[config.mk]
export PLATFORM = sky130hd
export DESIGN_NAME = toggle_period_meter
export DESIGN_NICKNAME = d
export VERILOG_FILES = /design/src/rtl/toggle_period_meter.sv
export SDC_FILE = /design/constraint.sdc
export NUM_CORES = 1
export LEC_CHECK = 0
export BUFFER_PORTS_ARGS = -buffer_cell sky130_fd_sc_hd__buf_2
export CORE_MARGIN = 1
export CORE_UTILIZATION = 45
export CTS_CLUSTER_SIZE = 30
export DETAILED_ROUTE_END_ITERATION = 6
export PLACE_DENSITY = 0.71
export SYNTH_ARGS = -nofsm -noshare
export SYNTH_HDL_FRONTEND = slang
export SYNTH_SLANG_ARGS = --single-unit
export TNS_END_PERCENT = 30
[constraint.sdc]
create_clock -name clk -period 6.8 [get_ports clk]
set_clock_uncertainty 0.1 [all_clocks]
set_input_delay 1.36 -clock clk [delete_from_list [all_inputs] [get_ports clk]]
set_output_delay 1.36 -clock clk [all_outputs]
set_load 0.05 [all_outputs]
[src/rtl/toggle_period_meter.sv]
// Measures clk cycles between toggles of an asynchronous input, strobes each
// half-period and flags a stalled input. Optional averaging: TOGGLE_PERIOD_AVG_EN.
module toggle_period_meter #(
  parameter int CNT_W   = 27,
  parameter int TIMEOUT = 120_000_000,
  parameter int EDGE_W  = 16
) (
  input  logic              clk,
  input  logic              reset,
  input  logic              sig_in,
  output logic [CNT_W-1:0]  period,
  output logic              period_valid,
  output logic              stalled,
  output logic [EDGE_W-1:0] edge_count
);

  typedef enum logic [1:0] {
    ARM     = 2'd0,
    MEASURE = 2'd1,
    STALL   = 2'd2
  } state_t;

  localparam logic [CNT_W-1:0]  CNT_ZERO = {CNT_W{1'b0}};
  localparam logic [CNT_W-1:0]  CNT_ONE  = CNT_W'(1);
  localparam logic [CNT_W-1:0]  CNT_MAX  = {CNT_W{1'b1}};
  localparam logic [CNT_W-1:0]  CNT_LAST = CNT_W'(TIMEOUT - 1);
  localparam logic [EDGE_W-1:0] EDGE_ONE = EDGE_W'(1);

  state_t              state_q, state_d;
  logic                s1_q, s1_d, s2_q, s2_d, s3_q, s3_d;
  logic [CNT_W-1:0]    cnt_q, cnt_d;
  logic [CNT_W-1:0]    period_q, period_d;
  logic                period_valid_q, period_valid_d;
  logic                stalled_q, stalled_d;
  logic [EDGE_W-1:0]   edge_count_q, edge_count_d;
  logic                edge_det;
  logic                meas;
  logic                stall_enter;
  logic [CNT_W-1:0]    raw;

`ifdef TOGGLE_PERIOD_AVG_EN
  logic [CNT_W-1:0]    hist_q [4];
  logic [CNT_W-1:0]    hist_d [4];
  logic [CNT_W+1:0]    sum_q, sum_d;
  logic [2:0]          fill_q, fill_d;
`endif

  // Next-state logic: synchronizer, interval FSM and output updates.
  always_comb begin
    s1_d           = sig_in;
    s2_d           = s1_q;
    s3_d           = s2_q;
    edge_det       = s2_q ^ s3_q;
    state_d        = state_q;
    cnt_d          = cnt_q;
    period_d       = period_q;
    period_valid_d = 1'b0;
    stalled_d      = stalled_q;
    meas           = 1'b0;
    stall_enter    = 1'b0;

    if (edge_det) begin
      edge_count_d = edge_count_q + EDGE_ONE;
    end else begin
      edge_count_d = edge_count_q;
    end

    // Saturated counter yields a saturated measurement rather than wrapping to 0.
    if (cnt_q == CNT_MAX) begin
      raw = CNT_MAX;
    end else begin
      raw = cnt_q + CNT_ONE;
    end

    case (state_q)
      ARM: begin
        cnt_d = CNT_ZERO;
        if (edge_det) begin
          state_d = MEASURE;
        end else begin
          state_d = ARM;
        end
      end
      MEASURE: begin
        if (edge_det) begin
          cnt_d = CNT_ZERO;
          meas  = 1'b1;
        end else if (cnt_q == CNT_LAST) begin
          state_d     = STALL;
          stalled_d   = 1'b1;
          stall_enter = 1'b1;
        end else if (cnt_q != CNT_MAX) begin
          cnt_d = cnt_q + CNT_ONE;
        end else begin
          cnt_d = cnt_q;
        end
      end
      STALL: begin
        if (edge_det) begin
          state_d   = MEASURE;
          stalled_d = 1'b0;
          cnt_d     = CNT_ZERO;
        end else begin
          cnt_d = cnt_q;
        end
      end
      default: begin
        state_d   = ARM;
        cnt_d     = CNT_ZERO;
        stalled_d = 1'b0;
      end
    endcase

`ifdef TOGGLE_PERIOD_AVG_EN
    for (int i = 0; i < 4; i++) begin
      hist_d[i] = hist_q[i];
    end
    sum_d  = sum_q;
    fill_d = fill_q;
    if (stall_enter) begin
      for (int i = 0; i < 4; i++) begin
        hist_d[i] = CNT_ZERO;
      end
      sum_d  = {(CNT_W+2){1'b0}};
      fill_d = 3'd0;
    end else if (meas) begin
      // Running sum drops the oldest entry and adds the newest.
      sum_d     = sum_q - {2'b00, hist_q[3]} + {2'b00, raw};
      hist_d[3] = hist_q[2];
      hist_d[2] = hist_q[1];
      hist_d[1] = hist_q[0];
      hist_d[0] = raw;
      if (fill_q >= 3'd3) begin
        fill_d         = 3'd4;
        period_d       = sum_d[CNT_W+1:2];
        period_valid_d = 1'b1;
      end else begin
        fill_d = fill_q + 3'd1;
      end
    end else begin
      sum_d = sum_q;
    end
`else
    if (meas) begin
      period_d       = raw;
      period_valid_d = 1'b1;
    end else begin
      period_d = period_q;
    end
`endif
  end

  // State and output registers with synchronous reset.
  always_ff @(posedge clk) begin
    if (reset) begin
      state_q        <= ARM;
      s1_q           <= 1'b0;
      s2_q           <= 1'b0;
      s3_q           <= 1'b0;
      cnt_q          <= CNT_ZERO;
      period_q       <= CNT_ZERO;
      period_valid_q <= 1'b0;
      stalled_q      <= 1'b0;
      edge_count_q   <= {EDGE_W{1'b0}};
`ifdef TOGGLE_PERIOD_AVG_EN
      for (int i = 0; i < 4; i++) begin
        hist_q[i] <= CNT_ZERO;
      end
      sum_q  <= {(CNT_W+2){1'b0}};
      fill_q <= 3'd0;
`endif
    end else begin
      state_q        <= state_d;
      s1_q           <= s1_d;
      s2_q           <= s2_d;
      s3_q           <= s3_d;
      cnt_q          <= cnt_d;
      period_q       <= period_d;
      period_valid_q <= period_valid_d;
      stalled_q      <= stalled_d;
      edge_count_q   <= edge_count_d;
`ifdef TOGGLE_PERIOD_AVG_EN
      for (int i = 0; i < 4; i++) begin
        hist_q[i] <= hist_d[i];
      end
      sum_q  <= sum_d;
      fill_q <= fill_d;
`endif
    end
  end

  assign period       = period_q;
  assign period_valid = period_valid_q;
  assign stalled      = stalled_q;
  assign edge_count   = edge_count_q;

endmodule
==> out/qor.csv, run 1 <==
metric,value,unit
maxSlewHeadroom,33.9,%
die_w,92.0,um
synth_seq_cells,77,
hold_viol,0,
clockRootBuffer,clkbuf_8,
via_per_inst,5.86,
antenna_found_initial,0,
crit_chain,"buf_2, inv_1, o21a_2, a221o_1",
met3_usage,5.39,%
fin_crit_sh,48.6,%
setup_slack,3.50,ns
place_congestion,0.828,
synth.cell_area,3650,um^2
die-area,8470,um^2
nets,460,
stdcell_count,562,
htree_num_levels,3,
end_kind,flop,
drc,0,
cp-startpoint,reset,
seqPwrFrac,49.3,%
p_per_area,227,nW/um^2
setup_viol,0,
cts.path.max_buffers,2,
gr-usage-met2,31.8,%
ys_warn_count,0,
yosysUniqueCellTypes,56,
stdcell_area,4120,um^2
drv_cap,0,
setup_tns,0,ns
vias,3296,
numPortBuffers,47,
slew_viol_final,0,
leakage,1.53,nW
grt_pass1_vias,2900,
drt_iter0_markers,345,
vdd_drop_max,0.136,mV
seq_area_frac_synth,42.2,%
hp-class,reg2reg,
met1_usage,28.1,%
hold_depth,1,
min_from,s1_q,
max_stage_delay,0.66,ns
p_int,0.721,mW
total_power,0.935,mW
numPlacedInstances,546,
io_pins,48,
clock_latency,0.35,ns
period_needed,3.30,ns
ant_nets,0,
clk_pin_slew,0.08,ns
post-place-ws,3.15,ns
row_count,32,
synthArstFlopShare,0,%
combPwrFrac,5.5,%
crit_slowest_cell,inv_1,
outcome,finished clean,
postSynthAreaPerCell,8.54,um^2
layout-drive-gt1-share,16.5,%
fin_util,53.1,%
synth_edf_count,0,
start_util,47.0,%
rsz0062_at_grt,false,
cts-buffers-inserted,9,
fmax,303,MHz
ctsResizeCount,0,
worstMarginPinSlew,0.992,ns
grt_usage,20.6,%
synth_ff_type,dfxtp_1,
synthCells,427,
power_switching_share,22.8,%
routed_wirelength,8370,um
busiest_layer,met2,
dp_hpwl,5520,um
clockPowerShare,45.2,%
p_sw,0.214,mW
cts_tree,yes,
crit_fanout,43,
grt_max_degree,44,
nFillCells,745,
dpl_cell_area,3880,um^2
ff2ff_path_depth,6,
hold_buffers,0,
core_area,7770,um^2
cp-start-kind,input pin,
grt_pass1_wl,14000,um
worstPathRequired,6.94,ns
antennaDiodeCount,0,
worstPathArrival,3.44,ns
die_y,92.0,um
whs,0.344,ns
syn2layout_area_growth,13.0,%
post_cts_buffers,0,
clock_sinks,77,
syn-num-nets,432,
drt_pass1_iterations,5,
reg2reg_from,cnt_q[0],
worstSetupPathType,in2reg,
wire_per_inst,14.9,um
overflow,0,
cell usage in the layout (no fill, tap or decap), drive strengths merged, types with 6 or more instances in the layout:
cell    instances
xnor2          19
buf            49
inv             7
clkbuf         10
and3           12
or4             7
a31oi           6
o21ai          38
xor2           20
nor2           31
nand3          21
nor3           16
dfxtp          77
a21oi          41
nand4          12
nand2          24
sequential cells by signal (all words and copies together) (netlist names):
signal	flops
period_valid	1
s3_q	1
cnt_q	27
s1_q	1
s2_q	1
stalled	1
state_q	2
period	27
edge_count	16
per-layer routing:
layer | vias up | wire length [um]
li1 | 1609 | -
met1 | 1560 | 3990
met2 | 118 | 3730
met3 | 9 | 526
met4 | 0 | 110
met5 | - | 0
power groups by stage:
stage               Sequential, mW  Combinational (mW)  Clock [mW]
finish                       0.461              0.0513       0.422
global route                 0.462              0.0556       0.449
CTS                          0.461              0.0515       0.431
global placement             0.472              0.0504           0
detailed placement           0.472              0.0513           0
floorplan                    0.489              0.0219           0
path summary, 6_finish.rpt:
check / slack [ns] / to
max: 3.50 / cnt_q[20]
min: 0.34 / s2_q
max reg2reg: 4.04 / cnt_q[20]
min reg2reg: 0.34 / s2_q
synth_stat cells (all sizes together) (3+ instances only):
master / count / area [um^2]
xnor2: 19 / 166
o2bb2ai: 4 / 35.0
a21oi: 41 / 205
dfxtp: 77 / 1540
or3: 5 / 31.3
o21a: 3 / 23.8
a221o: 3 / 30.0
nand3: 21 / 110
clkbuf: 18 / 72.6
xor2: 20 / 183
nor4b: 3 / 26.3
inv: 7 / 26.3
a31oi: 6 / 37.5
buf: 14 / 77.6
a311oi: 5 / 43.8
nor2b: 3 / 18.8
and3: 12 / 75.1
o21ai: 38 / 190
a211oi: 3 / 35.0
nor2: 31 / 119
nor3: 16 / 85.1
or4: 7 / 56.3
nand2: 24 / 90.1
nand4: 12 / 75.1
nor4: 5 / 31.3
layout make-up:
type | instances | area, um^2 | share of cell area, %
tap | 102 | 128 | 3.09
inverter | 7 | 26.3 | 0.637
clock buffer | 10 | 138 | 3.34
multi-input combinational | 311 | 1930 | 46.8
timing repair buffer | 49 | 250 | 6.07
clock inverter | 6 | 110 | 2.67
sequential | 77 | 1540 | 37.4
worst max-delay path: cells and delay by family:
| family | cells | cell delay, ns |
|---|---|---|
| compound gates | 2 | 0.77 |
| buf+inv | 2 | 1.28 |
cells by family after synthesis:
family,Yosys count,synth area share (%)
compound gates,116,19.5
xor+xnor,39,9.57
fa+ha+maj,2,0.686
buf+inv,39,4.84
flops,77,42.2
mux,2,0.617
simple gates,152,22.5
No activity file was read; power rests on OpenSTA's default activity.
==> inputs of run 2 (changes only) <==
--- a/config.mk
+++ b/config.mk
@@ -10,7 +10,7 @@
 export CORE_UTILIZATION = 45
 export CTS_CLUSTER_SIZE = 30
 export DETAILED_ROUTE_END_ITERATION = 6
-export PLACE_DENSITY = 0.71
+export PLACE_DENSITY = 0.73
 export SYNTH_ARGS = -nofsm -noshare
 export SYNTH_HDL_FRONTEND = slang
 export SYNTH_SLANG_ARGS = --single-unit
==> constraint.sdc (replaced) <==
create_clock -name clk -period 2.85 [get_ports clk]
set_clock_uncertainty 0.1 [all_clocks]
set_input_delay 0.57 -clock clk [delete_from_list [all_inputs] [get_ports clk]]
set_output_delay 0.57 -clock clk [all_outputs]
set_load 0.05 [all_outputs]
==> run 2 against run 1 <==
  * Global-route usage increased by 1.0 points
  * Sequential power rose by 140%
  * Non-clock buffer count up 9
  * Largest power group unchanged
  * Via count increased by 0.79%
  * Setup slack worse by 3.2 ns
  * Largest cell class unchanged
  * Highest routed layer unchanged
==> out/qor.csv, run 2 (same netlist as run 1, synthesis figures left out) <==
metric,value,unit,change
start_util,47.0,%,unchanged
fin_util,53.9,%,was 53.1%
worstPathRequired,2.97,ns,was 6.94 ns
place_congestion,0.913,,was 0.828
drv_cap,0,,unchanged
routed_wirelength,8650,um,was 8370 um
drt_iter0_markers,221,,was 345
layout-drive-gt1-share,18.1,%,was 16.5%
hold_viol,0,,unchanged
setup_slack,0.267,ns,was 3.50 ns
antenna_found_initial,0,,unchanged
post-place-ws,0.301,ns,was 3.15 ns
core_area,7770,um^2,unchanged
ant_nets,0,,unchanged
clockRootBuffer,clkbuf_8,,unchanged
clock_latency,0.34,ns,was 0.35 ns
die-area,8470,um^2,unchanged
crit_slowest_cell,or4_1,,was inv_1
dp_hpwl,5820,um,was 5520 um
nFillCells,735,,was 745
wire_per_inst,15.1,um,was 14.9 um
worstPathArrival,2.71,ns,was 3.44 ns
drt_pass1_iterations,6,,was 5
io_pins,48,,unchanged
vdd_drop_max,0.308,mV,was 0.136 mV
drc,0,,unchanged
clk_pin_slew,0.08,ns,about the same
fmax,387,MHz,
die_y,92.0,um,unchanged
reg2reg_slack,0.27,ns,was 4.04 ns
setup_viol,0,,unchanged
period_needed,2.58,ns,
syn2layout_area_growth,14.8,%,was 13.0%
rsz0062_at_grt,false,,unchanged
htree_num_levels,3,,unchanged
cts_tree,yes,,unchanged
fin_crit_sh,90.6,%,
setup_tns,0,ns,unchanged
die_w,92.0,um,unchanged
outcome,finished clean,,unchanged
path_buf_inv,0,,was 2
grt_pass1_vias,3083,,"was 2,900"
cp_top_family,simple AND/OR/NAND/NOR gates,,was buffers and inverters
ctsResizeCount,0,,unchanged
hold_buffers,0,,unchanged
vias,3322,,"was 3,296"
worstSetupPathType,reg2reg,,was in2reg
numPortBuffers,47,,unchanged
grt_max_degree,39,,was 44
leakage,1.59,nW,was 1.53 nW
layout_common_cells,"dfxtp_1 (77), buf_2 (47), a21oi_1 (41), o21ai_0 (38), nor2_1 (30)",,unchanged
hp-class,reg2reg,,unchanged
cp-start-kind,flop,,was input pin
grt_usage,21.6,%,was 20.6%
row_count,32,,unchanged
worstMarginPinSlew,0.996,ns,was 0.992 ns
overflow,0,,unchanged
crit_fanout,6,,was 43
end_kind,flop,,unchanged
p_per_area,526,nW/um^2,was 227 nW/um^2
via_per_inst,5.82,,was 5.86
dpl_cell_area,3940,um^2,was 3880 um^2
antennaDiodeCount,0,,unchanged
final_common_cell,dfxtp_1,,unchanged
nets,469,,was 460
crit_chain,"ha_1, nand3_1, or4_1, a21oi_1, nor3_1, a221o_1",,"was buf_2, inv_1, o21a_2, a221o_1"
clock_sinks,77,,unchanged
cts-buffers-inserted,9,,unchanged
cts.path.max_buffers,2,,unchanged
stdcell_area,4190,um^2,was 4120 um^2
total_power,2.20,mW,was 0.935 mW
slew_viol_final,0,,unchanged
maxSlewHeadroom,33.6,%,was 33.9%
max_stage_delay,0.68,ns,was 0.66 ns
grt_pass1_wl,14700,um,"was 14,000 um"
post_cts_buffers,0,,unchanged
-- run 2: changes by cell type in the layout (fill, tap and decap cells not counted) --
cell,delta
buf_4,+9
bufinv_16,-1
clkinvlp_4,-2
clkbuf_8,+3
-- run 2: area by class of cell --
class                           count  area (um^2)  share of cell area (%)
Clock buffer                       13          179                    4.27
Timing Repair Buffer               58          318                    7.59
Sequential cell                    77         1540                    36.8
Inverter                            7         26.3                   0.627
Multi-Input combinational cell    311         1930                    46.1
Clock inverter                      3         65.1                    1.55
Tap cell                          102          128                    3.05
-- run 2: stage by stage --
| stage | cells | hold WS, ns |
|---|---|---|
| after CTS | 571 | 0.347 |
| after floorplan | 427 | 0.314 |
| after global routing | 571 | 0.370 |
| final | 571 | 0.344 |
| after global placement | 555 | 0.328 |
| after detailed placement | 555 | 0.329 |
-- run 2: path summary, 6_finish.rpt --
| check | start | to | depth (start not counted) |
|---|---|---|---|
| worst max-delay path | cnt_q[0] | cnt_q[20] | 6 |
| worst min register to register | s1_q | s2_q | 1 |
| worst max register to register | cnt_q[0] | cnt_q[20] | 6 |
| worst min-delay path | s1_q | s2_q | 1 |
-- run 2: metal layers --
layer	vias to the layer above	GRT usage, %	routed length, um
met2	104	34.6	3980
met3	8	4.56	496
met1	1586	29.0	4050
li1	1624	-	-
met5	-	0	0
met4	0	6.64	123
-- run 2: power by group --
group / internal (mW) / switching [mW] / total, mW
clock network: 0.588 / 0.387 / 0.975
registers: 1.09 / 0.0106 / 1.10
logic: 0.0283 / 0.0970 / 0.125
